--- src/rtl/cell_ctrl_hub.sv ---
// Per-cell control hub: delayed call forwarding, return join with watchdog,
// and hop-routed instruction-load chain with local write or forward.
module cell_ctrl_hub #(
  parameter int NUM_RET_SRC      = 2,
  parameter int CALL_PIPE        = 1,
  parameter int INSTR_ADDR_WIDTH = 6,
  parameter int INSTR_DATA_WIDTH = 32,
  parameter int INSTR_HOPS_WIDTH = 4,
  parameter int TIMEOUT_WIDTH    = 16,
  parameter int DROP_CNT_WIDTH   = 8
) (
  input  logic                        clk,
  input  logic                        rst,
  input  logic                        call_in,
  output logic                        call_out,
  input  logic [NUM_RET_SRC-1:0]      ret_src,
  output logic                        ret_out,
  output logic                        err,
  input  logic [TIMEOUT_WIDTH-1:0]    timeout_cfg,
  output logic                        busy,
  input  logic                        instr_en_in,
  input  logic [INSTR_ADDR_WIDTH-1:0] instr_addr_in,
  input  logic [INSTR_DATA_WIDTH-1:0] instr_data_in,
  input  logic [INSTR_HOPS_WIDTH-1:0] instr_hops_in,
  output logic                        instr_en_out,
  output logic [INSTR_ADDR_WIDTH-1:0] instr_addr_out,
  output logic [INSTR_DATA_WIDTH-1:0] instr_data_out,
  output logic [INSTR_HOPS_WIDTH-1:0] instr_hops_out,
  output logic                        imem_we,
  output logic [INSTR_ADDR_WIDTH-1:0] imem_addr,
  output logic [INSTR_DATA_WIDTH-1:0] imem_data,
  output logic [DROP_CNT_WIDTH-1:0]   drop_cnt
);

  // state | meaning
  // IDLE  | no call seen since reset
  // RUN   | call accepted, joining returns, watchdog counting
  // DONE  | all return sources seen, ret_out held high
  // ERR   | watchdog expired, err held high
  typedef enum logic [1:0] {S_IDLE, S_RUN, S_DONE, S_ERR} state_t;

  localparam logic [TIMEOUT_WIDTH-1:0]    WD_ONE   = TIMEOUT_WIDTH'(1);
  localparam logic [INSTR_HOPS_WIDTH-1:0] HOPS_ONE = INSTR_HOPS_WIDTH'(1);
  localparam logic [DROP_CNT_WIDTH-1:0]   DROP_ONE = DROP_CNT_WIDTH'(1);

  state_t                   state;
  logic [NUM_RET_SRC-1:0]   ret_flags;
  logic [TIMEOUT_WIDTH-1:0] wd_cnt;
  logic [CALL_PIPE-1:0]     call_pipe;

  logic [NUM_RET_SRC-1:0] ret_all;
  logic                   join_done;
  logic                   wd_hit;
  logic                   chain_local;

  assign ret_all     = ret_flags | ret_src;
  assign join_done   = &ret_all;
  assign wd_hit      = (timeout_cfg != '0) && (wd_cnt == (timeout_cfg - WD_ONE));
  assign chain_local = (instr_hops_in == '0);
  assign call_out    = call_pipe[CALL_PIPE-1];

  // Call forwarding is a plain delay line and never looks at the FSM.
  always_ff @(posedge clk or posedge rst) begin
    if (rst) begin
      call_pipe <= '0;
    end else begin
      call_pipe <= (call_pipe << 1) | CALL_PIPE'(call_in);
    end
  end

  always_ff @(posedge clk or posedge rst) begin
    if (rst) begin
      state     <= S_IDLE;
      ret_flags <= '0;
      wd_cnt    <= '0;
      busy      <= 1'b0;
      ret_out   <= 1'b0;
      err       <= 1'b0;
    end else begin
      case (state)
        S_RUN: begin
          ret_flags <= ret_all;
          wd_cnt    <= wd_cnt + WD_ONE;
          // Completion is tested first so it beats a coincident timeout.
          if (join_done) begin
            state   <= S_DONE;
            busy    <= 1'b0;
            ret_out <= 1'b1;
          end else if (wd_hit) begin
            state   <= S_ERR;
            busy    <= 1'b0;
            err     <= 1'b1;
            ret_out <= 1'b0;
          end
        end
        default: begin
          if (call_in) begin
            state     <= S_RUN;
            ret_flags <= '0;
            wd_cnt    <= '0;
            busy      <= 1'b1;
            ret_out   <= 1'b0;
            err       <= 1'b0;
          end
        end
      endcase
    end
  end

  always_ff @(posedge clk or posedge rst) begin
    if (rst) begin
      instr_en_out   <= 1'b0;
      instr_addr_out <= '0;
      instr_data_out <= '0;
      instr_hops_out <= '0;
      imem_we        <= 1'b0;
      imem_addr      <= '0;
      imem_data      <= '0;
      drop_cnt       <= '0;
    end else begin
      instr_en_out <= instr_en_in && !chain_local;
      imem_we      <= 1'b0;
      if (instr_en_in && !chain_local) begin
        instr_addr_out <= instr_addr_in;
        instr_data_out <= instr_data_in;
        instr_hops_out <= instr_hops_in - HOPS_ONE;
      end
      // A running sequencer owns the memory, so local writes are counted and dropped.
      if (instr_en_in && chain_local) begin
        if (state == S_RUN) begin
          if (drop_cnt != '1) drop_cnt <= drop_cnt + DROP_ONE;
        end else begin
          imem_we   <= 1'b1;
          imem_addr <= instr_addr_in;
          imem_data <= instr_data_in;
        end
      end
    end
  end

endmodule

--- config.mk ---
export PLATFORM = sky130hd
export DESIGN_NAME = cell_ctrl_hub
export DESIGN_NICKNAME = d
export VERILOG_FILES = /design/src/rtl/cell_ctrl_hub.sv
export SDC_FILE = /design/constraint.sdc
export NUM_CORES = 1
export LEC_CHECK = 0
export BUFFER_PORTS_ARGS = -buffer_cell sky130_fd_sc_hd__buf_2
export CORE_UTILIZATION = 57
export CTS_BUF_LIST = sky130_fd_sc_hd__clkbuf_2
export CTS_CLUSTER_DIAMETER = 80
export CTS_CLUSTER_SIZE = 20
export DETAILED_ROUTE_END_ITERATION = 8
export GPL_ROUTABILITY_DRIVEN = 0
export PLACE_DENSITY = 0.88
export RECOVER_POWER = 25
export SYNTH_ARGS = -nofsm -noshare
export SYNTH_HDL_FRONTEND = slang
export SYNTH_SLANG_ARGS = --single-unit
--- constraint.sdc ---
create_clock -name clk -period 7.45 [get_ports clk]
set_input_delay 1.1175 -clock clk [delete_from_list [all_inputs] [get_ports clk]]
set_output_delay 1.1175 -clock clk [all_outputs]
set_load 0.02 [all_outputs]
## After elaboration in Yosys (flattened, before gate mapping)

Index checks and enable logic that the tools add are counted.

| cells by class | value |
|---|---|
| mux-type cells | 20 |
| bitwise operators | 2 |
| reductions and logical operators | 12 |
| equality and inequality tests | 6 |
| add/sub/neg operators | 4 |

Operator list:

| operator | count |
|---|---|
| two-way mux 16 bit | 2 |
| adder 16 x 1 -> 16 bit (second input constant) | 1 |
| == test 16 bit | 1 |
| nonzero test 16 bit | 1 |
| subtractor 16 x 1 -> 16 bit (second input constant) | 1 |
| two-way mux 1 bit | 12 |
| two-way mux 2 bit | 6 |
| adder 8 x 1 -> 8 bit (second input constant) | 1 |
| != test 8 bit (second input constant) | 1 |
| AND reduction 2 bit | 3 |
| AND reduction 3 bit | 2 |
| logical NOT 4 bit | 1 |
| != test 2 bit (second input constant) | 2 |
| subtractor 4 x 1 -> 4 bit (second input constant) | 1 |
| logical AND 1 bit | 3 |
| != test 3 bit (second input constant) | 1 |
| == test 2 x 1 -> 1 bit (second input constant) | 1 |
| OR 2 bit | 1 |
| nonzero test 2 bit | 1 |
| logical NOT 1 bit | 1 |
| inverter 1 bit | 1 |

| word-level totals | value |
|---|---|
| register bits | 114 |
| input port bits | 64 |

## Longest topological paths before layout

| logic depth | value |
|---|---|
| depth after elaboration | 6 |
| depth in mapped cells | 9 |

## Least setup slack after synthesis

OpenSTA, ideal clock, no wires.

| timing path | value |
|---|---|
| kind | input to register |
| start point | input timeout_cfg[0] |
| end point | register state[1] |
| path buffers | 0 |
| required time | 7.326 ns |
| library setup time | 0.124 ns |
| stages on the path | 8 |
| setup slack | 4.509 ns |
| data arrival time | 2.817 ns |
| cells stage by stage | inv_1 -> ha_1 -> or4b_1 -> nor4_1 -> mux2i_1 -> nor3_1 -> and4b_4 -> a211o_1 |

| between the ends | value |
|---|---|
| longest elaborated chain between the ends | 5 |

RTL lines:

| item | line | source |
|---|---|---|
| start: declaration | 19 | `input logic [TIMEOUT_WIDTH-1:0] timeout_cfg,` |
| subtractor 16 x 1 -> 16 bit | 58 | `assign wd_hit = (timeout_cfg != '0) && (wd_cnt == (timeout_cfg - WD_ONE));` |
| == test 16 bit | 58 |  |
| logical AND 1 bit (*) | 58 |  |
| != test 3 bit (no source line) (*) | -- |  |
| AND reduction 2 bit (no source line) (*) | -- |  |
| end signal: assignment | 73 | `state <= S_IDLE;` |
| end signal: assignment | 86 | `state <= S_DONE;` |
| end signal: assignment | 90 | `state <= S_ERR;` |
| end: declaration | 46 | `state_t state;` |

Every way passes the cells marked *; elsewhere a longest branch is shown, timed or not.
A chain may end at the register's enable or synchronous reset.

## Worst setup path in the final report

| timing path | value |
|---|---|
| start point | input instr_hops_in[0] |
| end point | register instr_data_out[28] |

| between the ends | value |
|---|---|
| longest elaborated chain between the ends | 3 |

RTL lines:

| item | line | source |
|---|---|---|
| start: declaration | 24 | `input logic [INSTR_HOPS_WIDTH-1:0] instr_hops_in,` |
| logical NOT 4 bit | 59 | `assign chain_local = (instr_hops_in == '0);` |
| logical NOT 1 bit | 123 | `if (instr_en_in && !chain_local) begin` |
| logical AND 1 bit | 123 |  |
| end signal: assignment | 125 | `instr_data_out <= instr_data_in;` |
| end: declaration | 27 | `output logic [INSTR_DATA_WIDTH-1:0] instr_data_out,` |

Every way passes these cells.

==> results.yml <==
routing:
  drt_iter0_markers: 158
  vias: 4481
  drtAntennaViolNets: 0
  post_drt_wl_per_cell_um: 14.4
  vias_per_cell: 5.37
  drt-total-wl_um: 12000
  firstDrtPassIters: 6
  post-route-drc-count: 0
synthesis:
  synthFlopType: "dfrtp_1"
  synth_enable_flop_cells: 0
  syn-cell-area_sq_um: 5040
  synth_most_common_cell: "nand2_1"
  yosysWarningCount: 0
  synth_top_area_share_pct: 56.6
  synth.area.top_cells: "dfrtp_1, nand2_1, xnor2_1"
  avgSynthCellArea_sq_um: 9.03
  syn_nets: 626
  synth-seq-area-share_pct: 56.6
  synth_commonest_cells: "nand2_1, dfrtp_1, o21ai_0"
  synth_cell_types: 45
  postSynthCellCount: 558
  synthArstFlopShare_pct: 100
  synth_top_cell_by_area: "dfrtp_1"
  synth.ff_latch_count: 114
floorplan:
  ios: 158
  fp.coreArea_sq_um: 8380
  die-area_sq_um: 9220
  die_y_um: 96.0
  rows: 33
  start_util_pct: 60.1
  die_x_um: 96.0
power:
  ir_drop_v: 0.000198
  pwr-share-comb_pct: 31.0
  p_seq_share_pct: 46.0
  power.share.switching_pct: 40.2
  internal-power_mw: 1.12
  power_switching_mw: 0.752
  powerDensity_nw_per_um2: 304
  p_leak_nw: 3.43
  clkPwrFrac_pct: 22.9
sta:
  worst_slew_pin_slew_ns: 2.58
  fin_crit_sh_pct: 43.2
  rsz0062_at_grt: "no"
  timing.hold.ws_ns: 0.495
  slew_headroom_pct: -73.0
  layout_setup_ws_ns: 4.23
  setup_viol: 0
  slew_viol_final: 109
  hold_viol: 0
  fin_skew_ns: 0.0355
  fmax_mhz: 311
  finalCriticalPeriod_ns: 3.22
  fin_setup_tns_ns: 0
outcome:
  violations: "capacitance limit, slew limit"
  status: "complete, but fails checks"
critical_path:
  reg2reg_depth: 6
  critical_path_required_ns: 7.99
  cp.arrival_ns: 3.76
  crit_path_start_kind: "input pin"
  path_max_fanout: 45
  endpoint_kind: "register"
  crit_type: "input pin to register"
hold_path:
  hold_path.class: "register to register"
  hold_depth: 2
grt:
  grt_first_pass_wirelength_um: 19100
  antenna_found_initial: 0
  grt_max_degree: 63
  grt_usage_pct: 27.5
  first_global_vias: 4206
  grt.overflow.total: 0
layout:
  layout-drive-gt1-share_pct: 27.4
  fin_nets: 784
  n_fill_cell: 640
  seq_area_sq_um: 2850
  design_area_sq_um: 6150
  diodes: 0
  syn_to_final_growth_pct: 22.1
  multi_input_area_sq_um: 2050
cts:
  clk_pin_slew_ns: 0.20
  cts_hold_buf: 0
  cts_setup_buffers: 0
  cts_inserted_buffers: 17
  htreeDepth: 4
  cts.repair.resized: 0
  numClockSinks: 114
  clock_latency_ns: 0.67
  cts_tree: "done"
  cts_max_path_buffers: 2
  root_buffer: "clkbuf_2"
place:
  dp_hpwl_um: 8540
  postPlaceCellArea_sq_um: 5900
  portBuffers: 157
  post-place-ws_ns: 4.20
flow_run:
  maxCapViolations: 2
[path summary, 6_finish.rpt]
path | start | endpoint | slack [ns]
worst max-delay path | instr_hops_in[0] | instr_data_out[28] | 4.23
worst min-delay path | instr_addr_out[3] | instr_addr_out[3] | 0.50
worst max register to register | state[1] | imem_addr[1] | 5.01
worst min register to register | instr_addr_out[3] | instr_addr_out[3] | 0.50
max in group asynchronous | rst | drop_cnt[1] | 4.71
min in group asynchronous | rst | imem_data[18] | 1.12
[power by group through the flow]
stage | logic, mW | clock network (mW) | registers (mW)
floorplan | 0.204 | 0 | 1.02
global placement | 0.566 | 0 | 0.863
detailed placement | 0.586 | 0 | 0.867
CTS | 0.585 | 0.435 | 0.859
global route | 0.638 | 0.465 | 0.879
finish | 0.580 | 0.429 | 0.861
[worst max-delay path: stages]
cell      delay (ns)
clkbuf_1        0.11
inv_1           0.06
ha_1            0.23
nand2_1         0.07
nand2_1         0.07
clkbuf_1        1.46
inv_1           0.09
buf_4           0.34
nand2_1         0.12
nand2_1         0.06
[metrics by stage]
step                instances  power [mW]  utilization, %
floorplan                 558        1.22               -
global placement          802        1.43            70.4
detailed placement        802        1.45            70.4
CTS                       834        1.88            73.5
global route              834        1.98            73.4
finish                    834        1.87            73.4
[area by class of cell]
class | count | area share (%)
Sequential cell | 114 | 46.4
Multi-Input combinational cell | 409 | 33.3
Timing Repair Buffer | 161 | 13.2
Clock inverter | 15 | 2.77
Tap cell | 105 | 2.14
Clock buffer | 17 | 1.38
Inverter | 13 | 0.814
[placed cells by master, fill, tap and decap left out, types with 2 or more instances in the layout]
| cell type | count |
|---|---|
| nand2_1 | 248 |
| buf_2 | 155 |
| dfrtp_1 | 114 |
| o21ai_0 | 20 |
| nand3_1 | 19 |
| clkbuf_2 | 17 |
| xnor2_1 | 15 |
| nor2_1 | 13 |
| inv_1 | 12 |
| xor2_1 | 12 |
| nand4_1 | 11 |
| nor3_1 | 10 |
| inv_6 | 6 |
| nand2b_1 | 5 |
| o22ai_1 | 5 |
| and3_1 | 4 |
| mux2i_1 | 4 |
| ha_1 | 4 |
| a31oi_1 | 3 |
| clkinv_4 | 3 |
| clkbuf_1 | 3 |
| buf_4 | 3 |
| nor2b_1 | 2 |
| a22o_1 | 2 |
| mux2_2 | 2 |
| a21oi_1 | 2 |
| or3_4 | 2 |
| nor3b_1 | 2 |
| nand4b_1 | 2 |
| and3b_1 | 2 |
| a211o_1 | 2 |
| nor4_1 | 2 |
| clkinvlp_4 | 2 |
| bufinv_16 | 2 |
[layer usage]
layer  GRT usage [%]  wire (um)  vias to the layer above
li1                -          -                     2144
met1            33.2       4880                     2122
met2            44.0       5890                      183
met3            10.0        943                       32
met4            12.3        286                        0
met5               0          0                        -
[state kept, by name (all words and copies together) (netlist names), 2 cells and up]
signal	count
drop_cnt	8
imem_addr	6
imem_data	32
instr_addr_out	6
instr_data_out	32
instr_hops_out	4
ret_flags	2
state	2
wd_cnt	16
[cell families after synthesis]
family	Yosys count	share of synthesized area, %
flops	114	56.6
compound gates	41	5.04
simple gates	330	28.3
buf+inv	35	2.63
fa+ha+maj	4	0.994
mux	6	1.24
xor+xnor	28	5.14
Note: power is estimated with default switching activity, not from simulation.
